### config.mk
export PLATFORM = sky130hd
export DESIGN_NAME = ulpb_tx_queue
export DESIGN_NICKNAME = d
export VERILOG_FILES = /design/src/rtl/ulpb_tx_queue.sv
export SDC_FILE = /design/constraint.sdc
export NUM_CORES = 1
export LEC_CHECK = 0
export CORE_AREA = 3 3 167 169
export CTS_CLUSTER_DIAMETER = 50
export DETAILED_ROUTE_END_ITERATION = 10
export DIE_AREA = 0 0 170 172
export PLACE_DENSITY = 0.75
export SKIP_LAST_GASP = 1
export SYNTH_ARGS = -nofsm -noshare
export SYNTH_HDL_FRONTEND = slang
export SYNTH_SLANG_ARGS = --single-unit
### constraint.sdc
create_clock -name CLK -period 5.7 [get_ports CLK]
set_input_delay 0.855 -clock CLK [delete_from_list [all_inputs] [get_ports CLK]]
set_output_delay 0.855 -clock CLK [all_outputs]
set_load 0.02 [all_outputs]
### src/rtl/ulpb_tx_queue.sv
// ulpb_tx_queue: store-and-forward transmit queue driving the bus node TX handshake.
module ulpb_tx_queue #(
   parameter int ADDR_WIDTH = 8,
   parameter int DATA_WIDTH = 32,
   parameter int DEPTH      = 8
) (
   input  logic                  CLK,
   input  logic                  RESET,
   input  logic                  WR_EN,
   input  logic [ADDR_WIDTH-1:0] WR_ADDR,
   input  logic [DATA_WIDTH-1:0] WR_DATA,
   input  logic                  WR_LAST,
   output logic                  WR_FULL,
   output logic                  WR_ERR,
   output logic                  MSG_DONE,
   output logic                  MSG_FAIL,
   output logic [ADDR_WIDTH-1:0] TX_ADDR,
   output logic [DATA_WIDTH-1:0] TX_DATA,
   output logic                  TX_PEND,
   output logic                  TX_REQ,
   input  logic                  TX_ACK,
   input  logic                  TX_SUCC,
   input  logic                  TX_FAIL,
   output logic                  TX_RESP_ACK
);
   localparam int AW = $clog2(DEPTH);
   localparam logic [AW:0] FULL_CNT = (AW+1)'(DEPTH);
   typedef enum logic [2:0] {IDLE, REQ, ACK_LOW, WAIT_RESP, RESP, DROP} state_t;
   state_t state, state_nx;
   logic [ADDR_WIDTH+DATA_WIDTH:0] mem [DEPTH];
   logic [AW-1:0] wptr, rptr;
   logic [AW:0] count, msg_cnt;
   logic [ADDR_WIDTH-1:0] cur_addr;
   logic in_msg, head_last, last_r, last_nx, fail_r, fail_nx, pop, wr_ok, ovf;
   assign {head_last, TX_ADDR, TX_DATA} = mem[rptr];
   assign TX_PEND = ~head_last;
   assign WR_FULL = count == FULL_CNT;
   // a full queue with no complete message can never drain, so it is flushed
   assign ovf = WR_FULL && msg_cnt == '0;
   assign wr_ok = WR_EN && (!WR_FULL || pop);
   assign WR_ERR = (WR_EN && !wr_ok) || ovf;
   always_comb begin
      state_nx = state;
      last_nx = last_r;
      fail_nx = fail_r;
      pop = 1'b0;
      TX_REQ = 1'b0;
      TX_RESP_ACK = 1'b0;
      MSG_DONE = 1'b0;
      MSG_FAIL = 1'b0;
      case (state)
         IDLE: begin
            last_nx = 1'b0;
            fail_nx = 1'b0;
            state_nx = msg_cnt != '0 ? REQ : IDLE;
         end
         REQ: begin
            TX_REQ = 1'b1;
            if (TX_ACK) begin
               pop = 1'b1;
               last_nx = head_last;
               state_nx = ACK_LOW;
            end else if (TX_FAIL) begin
               fail_nx = 1'b1;
               state_nx = RESP;
            end
         end
         ACK_LOW: begin
            if (TX_FAIL) begin
               fail_nx = 1'b1;
               state_nx = RESP;
            end else if (!TX_ACK) state_nx = last_r ? WAIT_RESP : REQ;
         end
         WAIT_RESP: begin
            if (TX_SUCC || TX_FAIL) begin
               fail_nx = TX_FAIL;
               state_nx = RESP;
            end
         end
         RESP: begin
            TX_RESP_ACK = 1'b1;
            MSG_DONE = !fail_r;
            MSG_FAIL = fail_r;
            state_nx = fail_r && !last_r ? DROP : IDLE;
         end
         DROP: begin
            pop = count != '0;
            state_nx = pop && head_last ? IDLE : DROP;
         end
         default: state_nx = IDLE;
      endcase
   end
   // continuation words inherit the address of their message's first word
   always_ff @(posedge CLK) begin
      if (wr_ok) mem[wptr] <= {WR_LAST, in_msg ? cur_addr : WR_ADDR, WR_DATA};
      if (wr_ok && !in_msg) cur_addr <= WR_ADDR;
   end
   always_ff @(posedge CLK) begin
      if (RESET || ovf) begin
         wptr <= '0;
         rptr <= '0;
         count <= '0;
         msg_cnt <= '0;
         in_msg <= 1'b0;
      end else begin
         if (wr_ok) wptr <= wptr + 1'b1;
         if (wr_ok) in_msg <= !WR_LAST;
         if (pop) rptr <= rptr + 1'b1;
         count <= count + (AW+1)'(wr_ok) - (AW+1)'(pop);
         msg_cnt <= msg_cnt + (AW+1)'(wr_ok && WR_LAST) - (AW+1)'(pop && head_last);
      end
      state <= RESET ? IDLE : state_nx;
      last_r <= last_nx;
      fail_r <= fail_nx;
   end
endmodule

## Word-level counts from Yosys, hierarchy flattened

Memories as Yosys holds them, arrays and structs flattened. A register that Yosys moved wholly into a read port is not among the register bits.
Cells that the tools add are included.

| storage, ports and cells | value |
|---|---|
| register bits after elaboration | 28 |
| memories kept | 1 |
| input port bits | 47 |
| RAM bits | 328 |
| output and inout bits | 47 |
| logic and storage cells | 82 |

| cells by class | value |
|---|---|
| $add $sub $neg | 6 |
| reduce and logical (&&, ||, !) cells | 27 |
| bitwise logic cells | 1 |
| eq/ne operators | 11 |
| mux-type cells | 27 |

Memory list:

| memory | depth | width | read ports | clocked after Yosys merged registers in | wr ports | line | text |
|---|---|---|---|---|---|---|---|
| mem | 8 | 41 | 1 | 1 | 1 | 30 | `logic [ADDR_WIDTH+DATA_WIDTH:0] mem [DEPTH];` |

Operators with widths:

| operator | number |
|---|---|
| $mux 3 | 9 |
| $pmux 3 s6 | 1 |
| $mux 1 | 12 |
| $reduce_bool 4->1 | 3 |
| $add 4x1->4 | 2 |
| $logic_and 1x1->1 | 8 |
| $mux 8 | 1 |
| $sub 4x1->4 | 2 |
| $add 3x1->3 const B | 2 |
| $eq 3x2->1 const B | 2 |
| $eq 3x3->1 const B | 2 |
| $logic_not 1->1 | 6 |
| $ne 2x2->1 const B | 3 |
| $ne 3x3->1 const B | 2 |
| $reduce_and 3->1 | 2 |
| $eq 4x4->1 const B | 1 |
| $logic_not 4->1 | 1 |
| $logic_or 1x1->1 | 4 |
| $pmux 1 s2 | 2 |
| $pmux 1 s4 | 1 |
| $eq 3x1->1 const B | 1 |
| $logic_not 3->1 | 1 |
| $mux 2 | 1 |
| $reduce_and 2->1 | 1 |
| other kinds (2) | 2 |

## Logic depth before layout (Yosys ltp)

Gate-level depths: netlist of the first run.

| depth | value |
|---|---|
| depth after elaboration | 7 |
| mapped depth | 13 |
| gate-level depth less buffers | 13 |

## Least setup slack after synthesis of the first run

No wires, ideal clock.

| timing | value |
|---|---|
| path type | in2reg |
| start point | input TX_ACK |
| end point | memory mem[2][0] (netlist name) (enable) |
| setup slack | -0.398 ns |
| buffers on the path | 0 |
| arrival | 5.542 ns |
| stages | 3 |
| required time | 5.144 ns |
| cell sequence | a2bb2oi_2 -> a21o_1 -> nor4b_1 |

| on the way | value |
|---|---|
| cells in the longest elaborated chain, start to end | 6 |

RTL lines:

| what | line | text |
|---|---|---|
| start: declaration | 21 | `input logic TX_ACK,` |
| $mux 1 | 59 | `if (TX_ACK) begin` |
| $pmux 1 s2 | 51 | `case (state)` |
| $logic_or 1x1->1 | 40 | `assign wr_ok = WR_EN && (!WR_FULL \|\| pop);` |
| $logic_and 1x1->1 | 40 |  |
| $mux 1 (2 in a row) | 95 | `if (wr_ok) mem[wptr] <= {WR_LAST, in_msg ? cur_addr : WR_ADDR, WR_DATA};` |
| end: declaration | 30 |  |

Every way passes these cells.

==> results of run 1 <==
## worst min-delay path, cell delays in order (launching register included)
cell	delay, ps
dfxtp_1	320
xnor2_1	110
nor2_1	50
## metal layers
layer	part of all wire, %	vias up	GRT usage (%)
li1	-	2918	-
met1	40	3431	24.59
met2	52	229	31.05
met3	6.1	44	3.178
met4	1.8	0	4.974
met5	0	-	0
## registers in the layout, indices dropped and copies added (netlist names), 3 cells and up, named ones only
register,count
msg_cnt,4
mem,328
state,3
rptr,3
cur_addr,8
wptr,3
count,4
## stage by stage
stage | utilization (%) | instance area (um^2) | cells | setup slack, ps
global placement | 57.64 | 15400 | 1074 | 1957
finish | 62.00 | 16570 | 1138 | 1593
global route | 62.00 | 16570 | 1138 | 1356
CTS | 61.99 | 16570 | 1137 | 1483
floorplan | - | 13960 | 655 | -3.777
detailed placement | 57.64 | 15400 | 1074 | 1858
## Yosys cell counts
master | n | area (um^2)
edfxtp_1 | 338 | 10150
mux4_2 | 80 | 1802
mux2_2 | 48 | 540.5
nor2_1 | 23 | 86.33
dfxtp_1 | 21 | 420.4
inv_1 | 16 | 60.06
a21oi_1 | 13 | 65.06
clkbuf_1 | 13 | 48.80
buf_2 | 12 | 60.06
ha_1 | 12 | 150.1
nand2_1 | 12 | 45.04
nor3b_1 | 6 | 45.04
mux2i_1 | 5 | 50.05
nor3_1 | 5 | 25.02
o21ai_0 | 5 | 25.02
xnor2_1 | 5 | 43.79
buf_1 | 4 | 15.01
nand2b_1 | 4 | 25.02
a21o_1 | 3 | 22.52
nand3_1 | 3 | 15.01
nor2b_1 | 3 | 18.77
a211oi_1 | 2 | 15.01
fa_1 | 2 | 40.04
nand3b_1 | 2 | 15.01
nor4_1 | 2 | 12.51
nor4b_1 | 2 | 17.52
xor2_1 | 2 | 17.52
a2111oi_0 | 1 | 8.760
a22oi_1 | 1 | 7.510
a2bb2oi_2 | 1 | 15.01
a41oi_1 | 1 | 8.760
and4_1 | 1 | 8.760
nand4b_1 | 1 | 8.760
nor3b_4 | 1 | 18.77
o21bai_1 | 1 | 7.510
o31ai_1 | 1 | 7.510
or2_2 | 1 | 6.260
or3_1 | 1 | 6.260
or3b_2 | 1 | 8.760
## worst min-delay path by stage
stage                     end                  from
floorplan           flip-flop  rptr[2]$_SDFFE_PP0N_
global placement    flip-flop  rptr[1]$_SDFFE_PP0N_
detailed placement  flip-flop  rptr[2]$_SDFFE_PP0N_
CTS                 flip-flop  rptr[2]$_SDFFE_PP0N_
global route        flip-flop  rptr[2]$_SDFFE_PP0N_
finish              flip-flop  rptr[2]$_SDFFE_PP0N_
## power by group through the flow
stage / registers (mW) / clock network [mW] / logic (mW)
final: 3.26 / 2.31 / 1.27
after global routing: 3.29 / 2.45 / 1.37
after CTS: 3.27 / 2.35 / 1.29
after detailed placement: 3.32 / 0 / 1.28
after global placement: 3.30 / 0 / 1.24
after floorplan: 3.25 / 0 / 0.852
## cell type report
class,count,area (um^2),share of cell area (%)
diodes,1,2.502,0.01510
clock buffers,53,1026,6.192
clock inverters,10,136.4,0.8231
inverters,16,60.06,0.3625
multi-input cells,251,3253,19.63
flip-flops and latches,359,10580,63.85
well taps,341,426.7,2.575
repair buffers,107,1086,6.554
## cells by family after synthesis
family / after synthesis / share of synthesized area [%]
buffers and inverters: 45 / 1.319
flip-flops: 359 / 75.81
adder cells (fa/ha/maj): 14 / 1.364
XOR/XNOR: 7 / 0.4397
AO/OA/AOI/OAI: 29 / 1.310
multiplexers: 133 / 17.16
AND/OR/NAND/NOR: 68 / 2.602
==> results.yml, run 1 <==
worst_setup_path:
  max_stage_delay_ps: 800
  r2r_cells: 6
  crit_fanout: 50
  worstPathRequired_ps: 4850
  cp_cell_sequence: "buf_12, mux4_2, mux2_2, clkdlybuf4s50_1"
  reg2reg_setup_slack_ps: 2410
  worst-path-buf-inv: 2
  cp_slowest_cell: "dfxtp_4"
  r2r-end: "mem[6][33]$_DFFE_PP_"
  cp_top_family: "buffers and inverters"
  crit_end: "TX_ADDR[7]"
  crit_path_end_kind: "output port"
  start_kind: "flip-flop"
  path_depth: 4
  r2r-start: "state[0]$_SDFFE_PP0P_"
  arrival_ps: 3250
  setup.worst_path.class: "flip-flop to output port"
synthesis:
  synth_fp_nets: 716
  avgSynthCellArea_um2: 21.29
  ys_ff_latch: 359
  syn_inst: 655
  yosysWarnings: 0
  seq_area_frac_synth_pct: 75.81
  synth_area_mm2: 0.01394
  ys_types: 39
clocking:
  tritoncts: "built"
  clkSinkCount: 359
  clkLatencyLatePin_ps: 510
  cts_buffers: 37
  clockBufferDepth: 3
  cts_setup_buffers: 0
  cts_hold_buf: 0
  post_cts_resized: 0
  clk_pin_slew_ps: 60
  htree_levels: 2
  clock-root-buffer: "clkbuf_16"
route:
  num_vias: 6622
  drtPass1Iterations: 6
  routedWlPerCell_um: 22.86
  ant_nets: 0
  drc: 0
  routed_wl_um: 26010
  drt_iter0_markers: 741
  viasPerCell: 5.819
global_route:
  grt_use_total_pct: 18.16
  antenna_found_initial: 1
  grt_max_degree: 62
  grt_pass1_wl_um: 40450
  grt.overflow.total: 0
  grt_pass1_vias: 7051
pwr:
  p_sw_share_pct: 24.48
  p_switching_mw: 1.673
  share_comb_of_total_power_pct: 18.5
  totalPowerFinal_mw: 6.836
  p_leak_nw: 5.212
  p_int_mw: 5.163
  power.density_mw_per_mm2: 412.6
  peakVddDrop_mv: 0.2853
  seqPwrFrac_pct: 47.7
  clkPwrFrac_pct: 33.7
sta:
  relSlewSlack_pct: 21.78
  slew_viol_final: 0
  fin_setup_tns_ps: 0
  clock_skew_ps: 14.30
  rsz0062_at_grt: "no"
  setup_viol: 0
  hold_viol: 0
  fmax_ghz: 0.2435
  tightest_slew_ps: 1171
  hold_ws_ps: 522.9
  fin_crit_ps: 4107
  period_share_pct: 72.06
finish:
  fillers: 1778
  final_cell_mix: "338 x edfxtp_1, 93 x clkdlybuf4s50_1, 80 x mux4_2"
  syn_to_final_growth_pct: 18.83
  final_common_cell: "edfxtp_1"
  nets: 833
  drive_gt1_share_pct: 26.01
placement:
  numPortBuffers: 93
  place_hpwl_um: 14820
  place.gp.congestion: 0.7614
hold_path:
  min_path_type: "flip-flop to flip-flop"
  holdPathStages: 2
floorplanning:
  num_rows: 60
  dieArea_mm2: 0.02924
  core_mm2: 0.02673
  start_util_pct: 52.17
  die_w_um: 170
  io_pins: 94
  die_h_um: 172
flow_run:
  maxCapViolations: 0
status:
  status: "completed"
Note: power is estimated with default switching activity, not from simulation.
==> run 2, diff against run 1 <==
--- a/config.mk
+++ b/config.mk
@@ -5,11 +5,11 @@
 export SDC_FILE = /design/constraint.sdc
 export NUM_CORES = 1
 export LEC_CHECK = 0
-export CORE_AREA = 3 3 167 169
+export CORE_AREA = 3 3 162 164
 export CTS_CLUSTER_DIAMETER = 50
 export DETAILED_ROUTE_END_ITERATION = 10
-export DIE_AREA = 0 0 170 172
-export PLACE_DENSITY = 0.75
+export DIE_AREA = 0 0 165 167
+export PLACE_DENSITY = 0.76
 export SKIP_LAST_GASP = 1
 export SYNTH_ARGS = -nofsm -noshare
 export SYNTH_HDL_FRONTEND = slang
==> constraint.sdc (replaced) <==
create_clock -name CLK -period 3.95 [get_ports CLK]
set_input_delay 0.5925 -clock CLK [delete_from_list [all_inputs] [get_ports CLK]]
set_output_delay 0.5925 -clock CLK [all_outputs]
set_load 0.02 [all_outputs]
==> run 2 against run 1 <==
Total power increased by 44%. Flip-flop and latch count unchanged. Register-to-register slack got worse by 1500 ps. Die area shrank 5.8%. Final cell count decreased by 0.79%. Combinational power up 45%. Routed wire length is 2.2% higher. Via count is 0.59% lower. Utilization grew 4.3 points. Largest cell class unchanged. Largest power group unchanged.
==> results.yml, run 2 (synthesis results as in run 1) <==
finish:
  drive_gt1_share_pct: 26.16
  multiInputGateArea_mm2: 0.003268
  final_cell_mix: "338 x edfxtp_1, 93 x clkdlybuf4s50_1, 80 x mux4_2"
  fillers: 1586
  regArea_mm2: 0.01058
  final_area_mm2: 0.01661
  largest_reg_flops: 328
  final_core_util_pct: 66.34
  nets: 834
  top_regs: "mem: 328 flops, cur_addr: 8 flops"
  top_register: "mem"
  syn_to_final_growth_pct: 19.12
  antenna_cells: 0
  final_common_cell: "edfxtp_1"
  instances_no_fill: 1129
floorplanning:
  die_h_um: 167
  die_w_um: 165
  io_pins: 94
  dieArea_mm2: 0.02756
  num_rows: 58
  core_mm2: 0.02504
  start_util_pct: 55.69
clocking:
  htree_levels: 2
  clockBufferDepth: 3
  cts_hold_buf: 0
  clkLatencyLatePin_ps: 520
  clk_pin_slew_ps: 60
  cts_buffers: 37
  clock-root-buffer: "clkbuf_16"
  clkSinkCount: 359
  tritoncts: "built"
  post_cts_resized: 0
  cts_setup_buffers: 0
route:
  drtPass1Iterations: 5
  drt_iter0_markers: 529
  routedWlPerCell_um: 23.55
  drc: 0
  ant_nets: 0
  num_vias: 6583
  routed_wl_um: 26580
  viasPerCell: 5.831
global_route:
  antenna_found_initial: 0
  grt_pass1_wl_um: 40470
  grt_max_degree: 61
  grt_use_total_pct: 19.62
  grt.overflow.total: 0
  grt_pass1_vias: 7141
pwr:
  p_leak_nw: 5.231
  power.density_mw_per_mm2: 592.3
  totalPowerFinal_mw: 9.838
  peakVddDrop_mv: 0.4447
worst_setup_path:
  cp_slowest_cell: "dfxtp_4"
  cp_top_family: "buffers and inverters"
  crit_path_end_kind: "output port"
  max_stage_delay_ps: 720
  crit_fanout: 26
  cp_cell_sequence: "buf_4, mux4_2, mux2_2, clkdlybuf4s50_1"
  setup.worst_path.class: "flip-flop to output port"
  worst-path-buf-inv: 2
  arrival_ps: 2990
  start_kind: "flip-flop"
  worstPathRequired_ps: 3360
sta:
  clock_skew_ps: 15.08
  fmax_ghz: 0.2791
  hold_viol: 0
  setup_viol: 0
  slew_viol_final: 0
  fin_ws_ps: 366.9
  fin_crit_ps: 3583
  fin_setup_tns_ps: 0
  hold_ws_ps: 525.8
  period_share_pct: 90.71
  relSlewSlack_pct: 26.92
  tightest_slew_ps: 1094
  rsz0062_at_grt: "no"
placement:
  placed_cells: 1064
  place_hpwl_um: 14540
  place.gp.congestion: 0.8147
  numPortBuffers: 93
  place_ws_ps: 718.3
  dpl_cell_area_mm2: 0.01545
status:
  status: "completed"
flow_run:
  maxCapViolations: 0
hold_path:
  min_path_type: "flip-flop to flip-flop"
==> run 2: final timing paths <==
kind | from | to | slack, ps | depth (start not counted)
worst min register to register | rptr[2]$_SDFFE_PP0N_ | flip-flop | 530 | 2
worst min-delay path | rptr[2]$_SDFFE_PP0N_ | flip-flop | 530 | 2
worst max-delay path | flip-flop | TX_ADDR[2] | 370 | 4
worst max register to register | flip-flop | msg_cnt[2]$_SDFF_PP0_ | 900 | 12
==> run 2: routing by layer <==
layer | share of wire [%] | global-route usage (%)
met5 | 0 | 0
met4 | 2.0 | 5.069
met3 | 5.3 | 3.433
met2 | 53 | 33.48
met1 | 40 | 26.40
==> run 2: report_power, final <==
group	total [mW]	switching (mW)	internal [mW]	leakage, nW
Clock	3.30	1.36	1.94	0.567
Combinational	1.84	0.906	0.930	1.42
Sequential	4.70	0.179	4.53	3.25
==> run 2: area by class of cell <==
cell class / count / area share, %
clock buffer: 46 / 6.034
tap: 330 / 2.486
sequential: 359 / 63.69
timing repair buffer: 108 / 6.810
inverter: 16 / 0.3616
clock inverter: 19 / 0.9416
multi-input combinational: 251 / 19.68
==> run 2: worst min-delay path: cells and delay by family, from the launching register on <==
kind                      cells  cell delay (ps)
DFF                           1              330
xor gates and xnor gates      1              110
and+or+nand+nor               1               50
==> run 3, diff against run 2 <==
--- a/config.mk
+++ b/config.mk
@@ -6,7 +6,6 @@
 export NUM_CORES = 1
 export LEC_CHECK = 0
 export CORE_AREA = 3 3 162 164
-export CTS_CLUSTER_DIAMETER = 50
 export DETAILED_ROUTE_END_ITERATION = 10
 export DIE_AREA = 0 0 165 167
 export PLACE_DENSITY = 0.76
==> constraint.sdc (replaced) <==
create_clock -name CLK -period 3.4 [get_ports CLK]
set_input_delay 1.02 -clock CLK [delete_from_list [all_inputs] [get_ports CLK]]
set_output_delay 1.02 -clock CLK [all_outputs]
set_load 0.02 [all_outputs]
==> run 3 against run 2 <==
Critical path depth rose by 1. Combinational power rose by 27%. Clock skew grew 3.3 ps. Global-route usage increased by 1.6 points. Worst hold slack worse by 4.2 ps. Total power increased by 19%.
==> results.yml, run 3 (synthesis results as in run 1) <==
global_route:
  grt_use_total_pct: 21.22
  antenna_found_initial: 0
  grt_pass1_vias: 7427
  grt_pass1_wl_um: 43930
  grt.overflow.total: 0
  grt_max_degree: 34
finish:
  syn_to_final_growth_pct: 22.53
  top_register: "mem"
  final_cell_mix: "338 x edfxtp_1, 80 x mux4_2, 51 x clkdlybuf4s50_1"
  nets: 871
  top_regs: "mem: 328 flops, cur_addr: 8 flops"
  drive_gt1_share_pct: 31.29
  final_common_cell: "edfxtp_1"
  antenna_cells: 0
  largest_reg_flops: 328
pwr:
  p_leak_nw: 5.527
  peakVddDrop_mv: 0.6364
  power.density_mw_per_mm2: 682.6
route:
  num_vias: 6881
  routed_wl_um: 28520
  viasPerCell: 5.912
  drc: 0
  drt_iter0_markers: 663
  drtPass1Iterations: 5
  routedWlPerCell_um: 24.50
  ant_nets: 0
sta:
  hold_ws_ps: 521.6
  tightest_slew_ps: 1172
  hold_viol: 0
  relSlewSlack_pct: 21.70
  fmax_ghz: 0.2986
  fin_crit_ps: 3349
  period_share_pct: 98.50
  rsz0062_at_grt: "yes"
  fin_ws_ps: 50.87
  clock_skew_ps: 18.37
  slew_viol_final: 0
  setup_viol: 0
clocking:
  clock-root-buffer: "clkbuf_16"
  htree_levels: 2
  cts_buffers: 36
  clkLatencyLatePin_ps: 520
  clockBufferDepth: 3
  tritoncts: "built"
  clkSinkCount: 359
  clk_pin_slew_ps: 70
status:
  status: "completed"
hold_path:
  min_path_type: "flip-flop to flip-flop"
placement:
  place_hpwl_um: 15450
  place_ws_ps: -143.3
  numPortBuffers: 93
  place.gp.congestion: 0.8802
floorplanning:
  core_mm2: 0.02504
  die_h_um: 167
  start_util_pct: 55.69
  die_w_um: 165
  num_rows: 58
  dieArea_mm2: 0.02756
  io_pins: 94
worst_setup_path:
  setup.worst_path.class: "flip-flop to output port"
  worstPathRequired_ps: 2380
  start_kind: "flip-flop"
  crit_fanout: 9
  arrival_ps: 2330
  crit_path_end_kind: "output port"
flow_run:
  maxCapViolations: 0
==> run 3: cell count changes in the layout (fill, tap and decap cells not counted), moves of 3 or more <==
cell / before / now
buf_12: 7 / 17
clkdlybuf4s15_1: 0 / 12
buf_2: 0 / 11
clkdlybuf4s50_1: 93 / 51
bufinv_16: 2 / 5
buf_4: 8 / 29
dlygate4sd2_1: 0 / 14
buf_16: 0 / 4
clkdlybuf4s15_2: 0 / 3
==> run 3: path summary, 6_finish.rpt <==
check,endpoint,slack (ps),start,depth (start not counted)
worst max register to register,msg_cnt[2]$_SDFF_PP0_,580,state[0]$_SDFFE_PP0P_,12
worst min-delay path,flip-flop,520,rptr[2]$_SDFFE_PP0N_,2
worst min register to register,flip-flop,520,rptr[2]$_SDFFE_PP0N_,2
worst max-delay path,TX_DATA[15],50,flip-flop,5
==> run 3: per-stage QoR <==
| step | util (%) | TNS [ps] | std cells | area (um^2) | total power, mW |
|---|---|---|---|---|---|
| floorplan | - | -50720 | 655 | 14010 | 6.878 |
| global placement | 62.73 | -146.6 | 1082 | 15710 | 7.690 |
| CTS | 68.22 | -129.9 | 1162 | 17080 | 11.73 |
| global route | 68.24 | -9.088 | 1164 | 17090 | 12.10 |
| finish | 68.24 | 0 | 1164 | 17090 | 11.66 |
| detailed placement | 62.73 | -237.4 | 1082 | 15710 | 7.790 |
==> run 3: critical path, cell delays in order, from the launching register on <==
cell	delay [ps]
dfxtp_4	380
buf_4	160
buf_12	150
mux4_2	510
mux2_2	290
dlygate4sd2_1	320
==> run 3: layer usage <==
layer	track usage, %	vias to the layer above	share of wire [%]
met1	29.29	3579	40
met5	0	-	0
met2	35.26	250	51
li1	-	2996	-
met3	3.657	56	6.2
met4	6.054	0	2.3
==> run 3: power by group <==
group / total, mW / internal (mW) / leakage [nW] / switching [mW]
combinational: 2.33 / 1.15 / 1.72 / 1.18
clock: 3.91 / 2.33 / 0.561 / 1.58
sequential: 5.43 / 5.25 / 3.25 / 0.173
total: 11.7 / 8.73 / 5.53 / 2.93
==> run 3: final cells by class <==
cell class	count	area, um^2
tap	330	412.9
timing repair buffer	146	1582
multi-input combinational	251	3292
sequential	359	10580
fill	1506	7951
inverter	16	60.06
clock inverter	19	232.7
clock buffer	43	927.1
==> run 3: repair_timing <==
item / in CTS / in global routing
resized for setup: 80 / 23
cloned: 2 / 2
setup endpoints to repair: 42 / 29
hold buffers: 0 / 0
setup buffers: 16 / 0
pin swaps: 0 / 0
